--- src/rtl/a23_imm_encoder_pkg.sv ---
// a23_imm_encoder_pkg
// Shared definitions for the immediate encoder: field widths, rotate step
// count and the search FSM state encoding.
package a23_imm_encoder_pkg;

  localparam int unsigned IMM_W     = 8;
  localparam int unsigned ROT_W     = 4;
  localparam int unsigned ROT_STEPS = 16;

  localparam logic [ROT_W-1:0] LAST_ROT = ROT_W'(ROT_STEPS - 1);

  typedef enum logic [1:0] {
    ST_IDLE       = 2'd0,
    ST_SEARCH     = 2'd1,
    ST_SEARCH_INV = 2'd2,
    ST_DONE       = 2'd3
  } state_t;

endpackage

--- src/rtl/a23_imm_encoder_fit.sv ---
// a23_imm_fit
// Combinational fit check for one rotate step of the immediate search.
// The working word is ROL(candidate, 2*rot); it fits when only the low
// IMM_W bits are set.
//   work          : working word for the current rotate step
//   rot           : current rotate field
//   hit           : work fits in an 8-bit immediate
//   carry_out     : bit 31 of ROR(work[7:0], 2*rot), valid when rot != 0
//   carry_defined : rot != 0 (rot 0 passes the incoming carry through)
module a23_imm_fit
  import a23_imm_encoder_pkg::*;
(
  input  logic [31:0]      work,
  input  logic [ROT_W-1:0] rot,
  output logic             hit,
  output logic             carry_out,
  output logic             carry_defined
);

  // ROR by 2*rot moves bit (2*rot-1) of the immediate into bit 31.
  // On a hit every bit above IMM_W is zero, so indexing work directly
  // gives the right answer without a shifter.
  logic [ROT_W:0] msb_idx;

  always_comb begin
    msb_idx       = {rot, 1'b0} - (ROT_W + 1)'(1);
    hit           = (work[31:IMM_W] == '0);
    carry_defined = (rot != '0);
    carry_out     = carry_defined & work[msb_idx];
  end

endmodule

--- src/rtl/a23_imm_encoder.sv ---
// a23_imm_encoder
// Multi-cycle search for the ARM data-processing immediate {rot4, imm8}
// with value == ROR(imm8, 2*rot4). One rotate step is tried per cycle,
// lowest rot first; an optional second pass tries ~value.
//   i_clk, i_rst_n   : clock, async active-low reset
//   i_start          : request, accepted in IDLE only
//   i_value          : constant to encode (captured on accept)
//   i_allow_invert   : enable the ~value pass (captured on accept)
//   o_busy, o_done   : busy flag, single-cycle completion pulse
//   o_valid, o_imm8, o_rot4, o_inverted : result fields, held
//   o_carry_out, o_carry_defined        : shifter carry for the result, held
module a23_imm_encoder
  import a23_imm_encoder_pkg::*;
#(
  parameter int unsigned INVERT_EN = 1
) (
  input  logic             i_clk,
  input  logic             i_rst_n,
  input  logic             i_start,
  input  logic [31:0]      i_value,
  input  logic             i_allow_invert,
  output logic             o_busy,
  output logic             o_done,
  output logic             o_valid,
  output logic [IMM_W-1:0] o_imm8,
  output logic [ROT_W-1:0] o_rot4,
  output logic             o_inverted,
  output logic             o_carry_out,
  output logic             o_carry_defined
);

  state_t           state;
  logic [31:0]      work;
  logic [31:0]      captured;
  logic [ROT_W-1:0] rot;
  logic             inv;
  logic             spent;
  logic             fit_hit;
  logic             fit_cout;
  logic             fit_cdef;

  a23_imm_fit u_fit (
    .work          (work),
    .rot           (rot),
    .hit           (fit_hit),
    .carry_out     (fit_cout),
    .carry_defined (fit_cdef)
  );

  always_ff @(posedge i_clk or negedge i_rst_n) begin
    if (!i_rst_n) begin
      state           <= ST_IDLE;
      work            <= '0;
      captured        <= '0;
      rot             <= '0;
      inv             <= 1'b0;
      spent           <= 1'b0;
      o_busy          <= 1'b0;
      o_done          <= 1'b0;
      o_valid         <= 1'b0;
      o_imm8          <= '0;
      o_rot4          <= '0;
      o_inverted      <= 1'b0;
      o_carry_out     <= 1'b0;
      o_carry_defined <= 1'b0;
    end else begin
      case (state)
        ST_IDLE: begin
          if (i_start) begin
            work            <= i_value;
            captured        <= i_value;
            inv             <= i_allow_invert && (INVERT_EN != 0);
            rot             <= '0;
            spent           <= 1'b0;
            state           <= ST_SEARCH;
            o_busy          <= 1'b1;
            o_valid         <= 1'b0;
            o_imm8          <= '0;
            o_rot4          <= '0;
            o_inverted      <= 1'b0;
            o_carry_out     <= 1'b0;
            o_carry_defined <= 1'b0;
          end
        end

        ST_SEARCH, ST_SEARCH_INV: begin
          // A fully failed final pass spends one extra cycle here, so a
          // miss completes where a hit at rot 16 would.
          if (spent) begin
            state  <= ST_DONE;
            o_done <= 1'b1;
          end else if (fit_hit) begin
            o_imm8          <= work[IMM_W-1:0];
            o_rot4          <= rot;
            o_valid         <= 1'b1;
            o_inverted      <= (state == ST_SEARCH_INV);
            o_carry_out     <= fit_cout;
            o_carry_defined <= fit_cdef;
            state           <= ST_DONE;
            o_done          <= 1'b1;
          end else if (rot == LAST_ROT) begin
            if (state == ST_SEARCH && inv) begin
              work  <= ~captured;
              rot   <= '0;
              state <= ST_SEARCH_INV;
            end else begin
              spent <= 1'b1;
            end
          end else begin
            work <= {work[29:0], work[31:30]};
            rot  <= rot + 1'b1;
          end
        end

        ST_DONE: begin
          o_done <= 1'b0;
          o_busy <= 1'b0;
          state  <= ST_IDLE;
        end

        default: state <= ST_IDLE;
      endcase
    end
  end

endmodule

--- config.mk ---
export PLATFORM = sky130hd
export DESIGN_NAME = a23_imm_encoder
export DESIGN_NICKNAME = d
export VERILOG_FILES = /design/src/rtl/a23_imm_encoder_pkg.sv /design/src/rtl/a23_imm_encoder_fit.sv /design/src/rtl/a23_imm_encoder.sv
export SDC_FILE = /design/constraint.sdc
export NUM_CORES = 1
export LEC_CHECK = 0
export BUFFER_PORTS_ARGS = -buffer_cell sky130_fd_sc_hd__buf_2
export CAP_MARGIN = 20
export CORE_MARGIN = 2
export CORE_UTILIZATION = 58
export DETAILED_ROUTE_END_ITERATION = 6
export HOLD_SLACK_MARGIN = 0.05
export PLACE_DENSITY = 0.8
export SLEW_MARGIN = 5
export SYNTH_ARGS = -nofsm -noshare
export SYNTH_HDL_FRONTEND = slang
export SYNTH_SLANG_ARGS = --single-unit
--- constraint.sdc ---
create_clock -name i_clk -period 2.9 [get_ports i_clk]
set_clock_uncertainty 0.1 [all_clocks]
set_input_delay 0.58 -clock i_clk [delete_from_list [all_inputs] [get_ports i_clk]]
set_output_delay 0.58 -clock i_clk [all_outputs]
set_load 0.005 [all_outputs]
## After elaboration in Yosys (flattened, before gate mapping)

Cells that the tools add are included.

| cells by class | value |
|---|---|
| order comparisons | 1 |
| reduce and logical (&&, ||, !) cells | 15 |
| mux-type cells | 49 |
| $mul | 0 |
| shift-type cells | 0 |
| div/mod/pow operators | 0 |
| bitwise gates (word level) | 2 |
| $add $sub $neg | 2 |
| eq/ne operators | 12 |

Operator list:

| operator | count |
|---|---|
| 32-bit two-way mux | 5 |
| 32-bit one-hot mux with 2 select lines | 1 |
| 32-bit NOT | 1 |
| 4-bit two-way mux | 7 |
| 24-bit logical NOT | 1 |
| 8-bit two-way mux | 3 |
| 1-bit two-way mux | 16 |
| 4-bit one-hot mux with 2 select lines | 2 |
| 8-bit one-hot mux with 2 select lines | 1 |
| 1-bit one-hot mux with 2 select lines | 7 |
| 2-bit two-way mux | 5 |
| 2-bit != test (second input constant) | 4 |
| 4-bit != test (second input constant) | 2 |
| 2-bit AND reduction | 4 |
| 5-bit by 6-bit < comparator with 1-bit output (second input constant) | 1 |
| 3-bit != test (second input constant) | 2 |
| 2-bit one-hot mux with 3 select lines | 1 |
| 2-bit nonzero test | 3 |
| 1-bit binary-select mux with 5-bit select | 1 |
| 5-bit AND reduction | 1 |
| 5-bit by 1-bit subtractor with 5-bit output (second input constant) | 1 |
| 4-bit by 1-bit adder with 4-bit output (second input constant) | 1 |
| 2-bit equality test (second input constant) | 2 |
| 4-bit equality test (second input constant) | 1 |
| other kinds (8) | 8 |

| word-level totals | value |
|---|---|
| memories kept | 0 |
| latch bits | 0 |
| bits in read-only memories | 0 |
| bits in writable memories | 0 |
| output and inout port bits | 18 |
| flip-flop bits (word level) | 90 |
| input port bits | 36 |

## Longest topological paths before layout

| depth | value |
|---|---|
| word-level depth | 7 |
| gate-level depth with buffers | 9 |

## Hierarchy

Synthesis repeated with hierarchy kept, for this count alone.

| second synthesis, totals | value |
|---|---|
| cells, all modules | 379 |
| area, all modules | 4221.5 um2 |

By module, submodules not included:

| module | cells each | area each (um2) | seq. area each (um2) | times used |
|---|---|---|---|---|
| a23_imm_encoder | 347 | 3946.3 | 2252.2 | 1 |
| a23_imm_fit | 32 | 275.3 | 0.0 | 1 |

## Worst setup path after synthesis

OpenSTA, ideal clock, no wires.

| timing path | value |
|---|---|
| path kind | reg2reg |
| start point | register state[0] |
| end point | register work[10] |
| required time | 2.675 ns |
| path slack | 0.682 ns |
| period minus slack after synthesis | 2.218 ns |
| arrival | 1.993 ns |
| buffers on the path | 1 |
| stages on the path, launching flop included | 9 |
| cells stage by stage | dfrtp_1 inv_1 ha_1 nand4_1 nand2b_1 o211ai_4 a21oi_4 buf_6 mux2_4 |

| on the way | value |
|---|---|
| word-level cells in the longest chain between the ends | 4 |

Ends and longest elaborated chain:

| element | RTL line | RTL |
|---|---|---|
| from (decl) | a23_imm_encoder.sv:32 | `state_t state;` |
| from (signal assigned) | a23_imm_encoder.sv:52 | `state <= ST_IDLE;` |
| from (signal assigned) | a23_imm_encoder.sv:75 | `state <= ST_SEARCH;` |
| from (signal assigned) | a23_imm_encoder.sv:90 | `state <= ST_DONE;` |
| 2-bit equality test / 2-bit by 1-bit equality test with 1-bit output (equally long branches) | a23_imm_encoder.sv:67, a23_imm_encoder.sv:102 |  |
| 2-bit OR reduction / 1-bit logical AND (equally long branches) | a23_imm_encoder.sv:67, a23_imm_encoder.sv:102 |  |
| 3-bit != test (no line) (tied with other cells) | -- |  |
| 5-bit AND reduction (no line) | -- |  |
| to (signal assigned) | a23_imm_encoder.sv:70 | `work <= i_value;` |
| to (signal assigned) | a23_imm_encoder.sv:103 | `work <= ~captured;` |
| to (signal assigned) | a23_imm_encoder.sv:110 | `work <= {work[29:0], work[31:30]};` |
| to (decl) | a23_imm_encoder.sv:33 | `logic [31:0] work;` |

Parallel ways exist; a longest one is shown, timed or not.
A chain may end at the register's enable or synchronous reset.

## Worst setup path after layout

| timing path | value |
|---|---|
| start point | register state[1] |
| end point | register work[0] |

Same word-level chain as after synthesis.

==> impl_metrics.yaml <==
run_status:
  status: "finished clean"
clocking:
  cts_resized: 0
  clk_latency_ps: 370
  ctsHtreeMaxLevel: 3
  cts_hold_buf: 0
  ctsRootBufferMaster: "clkbuf_8"
  cts_buffers: 9
  path_clk_slew_ps: 90
  clock_sinks: 90
  cts_tree: "done"
  postCtsSetupBuffers: 0
  clk_path_buf_depth: 2
pwr:
  internal_power_mw: 3.86
  irDropWorstVdd_v: 0.000553
  p_sw_mw: 2.29
  total_power_mw: 6.15
  p_seq_share_pct: 36.7
  clockPowerShare_pct: 14.4
  powerDensity_nw_per_um2: 1210
  p_leak_nw: 2.36
  p_sw_share_pct: 37.3
  combinationalPowerShare_pct: 48.9
floorplan:
  initial_core_util_pct: 59.0
  die_h_um: 92
  rows: 32
  ioPinCount: 54
  core-area_um2: 7610
  die_w_um: 92
  die_area_um2: 8460
finish:
  num-nets-final: 465
  syn2layout_area_growth_pct: 12.8
  drive_above_1_share_pct: 37.0
  antenna_cells: 0
  n_fill_cell: 566
critical_path:
  reg2reg_slack_ps: 470
  r2r_cells: 7
  critical_path_peak_fanout: 19
  r2r-end: "work[0]"
  end_kind: "flop"
  cp-start-kind: "flop"
  worstPathArrival_ps: 2580
  critical_path_class: "reg -> reg"
  reg2reg_from: "state[1]"
  required_ps: 3050
synthesis:
  synth_seq_area_share_pct: 50.1
  syn_inst: 369
  yosys_warnings: 0
  syn-num-nets: 411
  synth_top_cell_by_area: "dfrtp_1"
  syn_avg_cell_area_um2: 12.2
  synth.top_cell.area_share_pct: 50.1
  synth_area_um2: 4490
  synth_cell_types: 45
  synth_seq_cells: 90
  ys_top_cells_by_area: "dfrtp_1 50%, mux2_2 9.8%, mux2_4 9.4%"
timing:
  hold_viol_final: 0
  worst_slew_pin_slew_ps: 623
  rsz0062_at_grt: "false"
  tns_ps: 0
  setup_viol: 0
  slew_headroom_pct: 57.4
  max_freq_mhz: 412
  hold_ws_ps: 124
  period_needed_ps: 2430
  slew_violations: 0
  period_share_pct: 83.7
global_routing:
  grt_pass1_vias: 3121
  grt_max_degree: 50
  grt_usage_pct: 24.0
  antenna_found_initial: 0
  gr-total-overflow: 0
  grt_pass1_wl_um: 15800
drt:
  viasPerCell: 5.86
  wl_per_cell_um: 17.4
  first_pass_iters: 4
  vias: 3099
  ant_nets: 0
  drc: 0
  routed_wl_um: 9220
  drtIter0Drc: 168
min_path:
  hold_class: "in -> async"
placement:
  place_congestion: 0.884
  portBuffers: 53
  dp_hpwl_um: 6360
run:
  maxCapViolCount: 0
-- synthesized netlist by cell type (all sizes together) --
library cell / number
mux2i: 2
o21bai: 1
o21ai: 34
nor3: 2
a21o: 3
a221oi: 1
and4: 1
nand2b: 3
ha: 6
dfrtp: 90
mux2: 67
a32o: 1
nor2b: 33
inv: 9
a22o: 12
a2111oi: 1
o22ai: 1
nand2: 7
a21oi: 39
nand3: 5
o221ai: 1
buf: 8
o2bb2ai: 1
nand4: 2
xnor2: 1
mux4: 2
nor4: 6
and2: 2
o21ba: 1
o211ai: 2
nand3b: 1
xor2: 1
or3: 2
nor2: 6
clkbuf: 14
o41ai: 1
-- worst max path at each step --
stage                     startpoint  slack (ps)  endpoint
final                       state[1]         470   work[0]
after detailed placement    state[1]         510   work[2]
after global placement      state[1]         600   work[0]
after global routing        state[1]         340   work[2]
after floorplan             state[0]         680  work[10]
after CTS                   state[1]         490   work[0]
-- worst max-delay path, cell delays in order (launching register included) --
cell      delay [ps]
dfrtp_1          410
inv_1            100
ha_1             370
nor2b_1          300
o211ai_4         160
a21oi_4          170
buf_4            340
mux2_2           380
-- state kept, by name, indices dropped and copies added, names as in the netlist --
| signal | flops |
|---|---|
| o_busy | 1 |
| o_inverted | 1 |
| captured | 32 |
| o_imm8 | 8 |
| inv | 1 |
| state | 2 |
| o_rot4 | 4 |
| o_carry_out | 1 |
| o_carry_defined | 1 |
| rot | 4 |
| spent | 1 |
| work | 32 |
| o_valid | 1 |
| o_done | 1 |
-- layer usage --
| layer | GRT usage [%] | up-vias | wire, um |
|---|---|---|---|
| met5 | 0 | - | 0 |
| met1 | 33.4 | 1577 | 4170 |
| met4 | 10.7 | 0 | 83 |
| li1 | - | 1437 | - |
| met2 | 36.8 | 76 | 4500 |
| met3 | 4.85 | 9 | 468 |
-- cell usage in the layout, fill, tap and decap left out, drive strengths merged, types with 2 or more instances in the layout --
cell       n
o21ai     34
or3        2
nand4      2
a21o       3
mux4       2
nor3       2
and2       2
mux2      67
clkinvlp   2
mux2i      2
a22o      12
clkbuf    10
inv       11
buf       65
nand2      7
nand2b     3
nor2       6
nand3      5
a21oi     39
ha         6
o211ai     2
nor4       6
nor2b     33
dfrtp     90
-- metrics by stage --
step                      instances  util [%]  area (um2)  setup WS (ps)
after floorplan                 369         -        4490            682
after global placement          514      64.0        4870            603
after detailed placement        514      64.0        4870            507
after CTS                       529      66.6        5070            487
after global routing            529      66.6        5070            339
final                           529      66.6        5070            474
-- cell families after synthesis --
| logic type | synth area share, % |
|---|---|
| buffers and inverters | 3.51 |
| AND/OR/NAND/NOR | 10.1 |
| multiplexers | 20.6 |
| AO/OA/AOI/OAI | 13.6 |
| adder cells (fa/ha/maj) | 1.67 |
| XOR/XNOR | 0.390 |
| flip-flops | 50.1 |
-- power by group through the flow --
stage / Clock (mW) / Sequential (mW) / Combinational (mW)
after floorplan: 0 / 2.09 / 2.57
final: 0.883 / 2.26 / 3.01
after global routing: 0.952 / 2.33 / 3.29
after global placement: 0 / 2.24 / 2.89
after detailed placement: 0 / 2.27 / 3.00
after CTS: 0.891 / 2.25 / 3.02
-- cell type report --
class	instances	area, um2	area share, %
repair buffers	65	370	7.31
clock inverters	5	62.6	1.23
multi-input cells	248	2080	41.1
well taps	102	128	2.52
flip-flops and latches	90	2250	44.5
clock buffers	10	138	2.72
inverters	9	33.8	0.667
(Power assumes the default switching activity.)
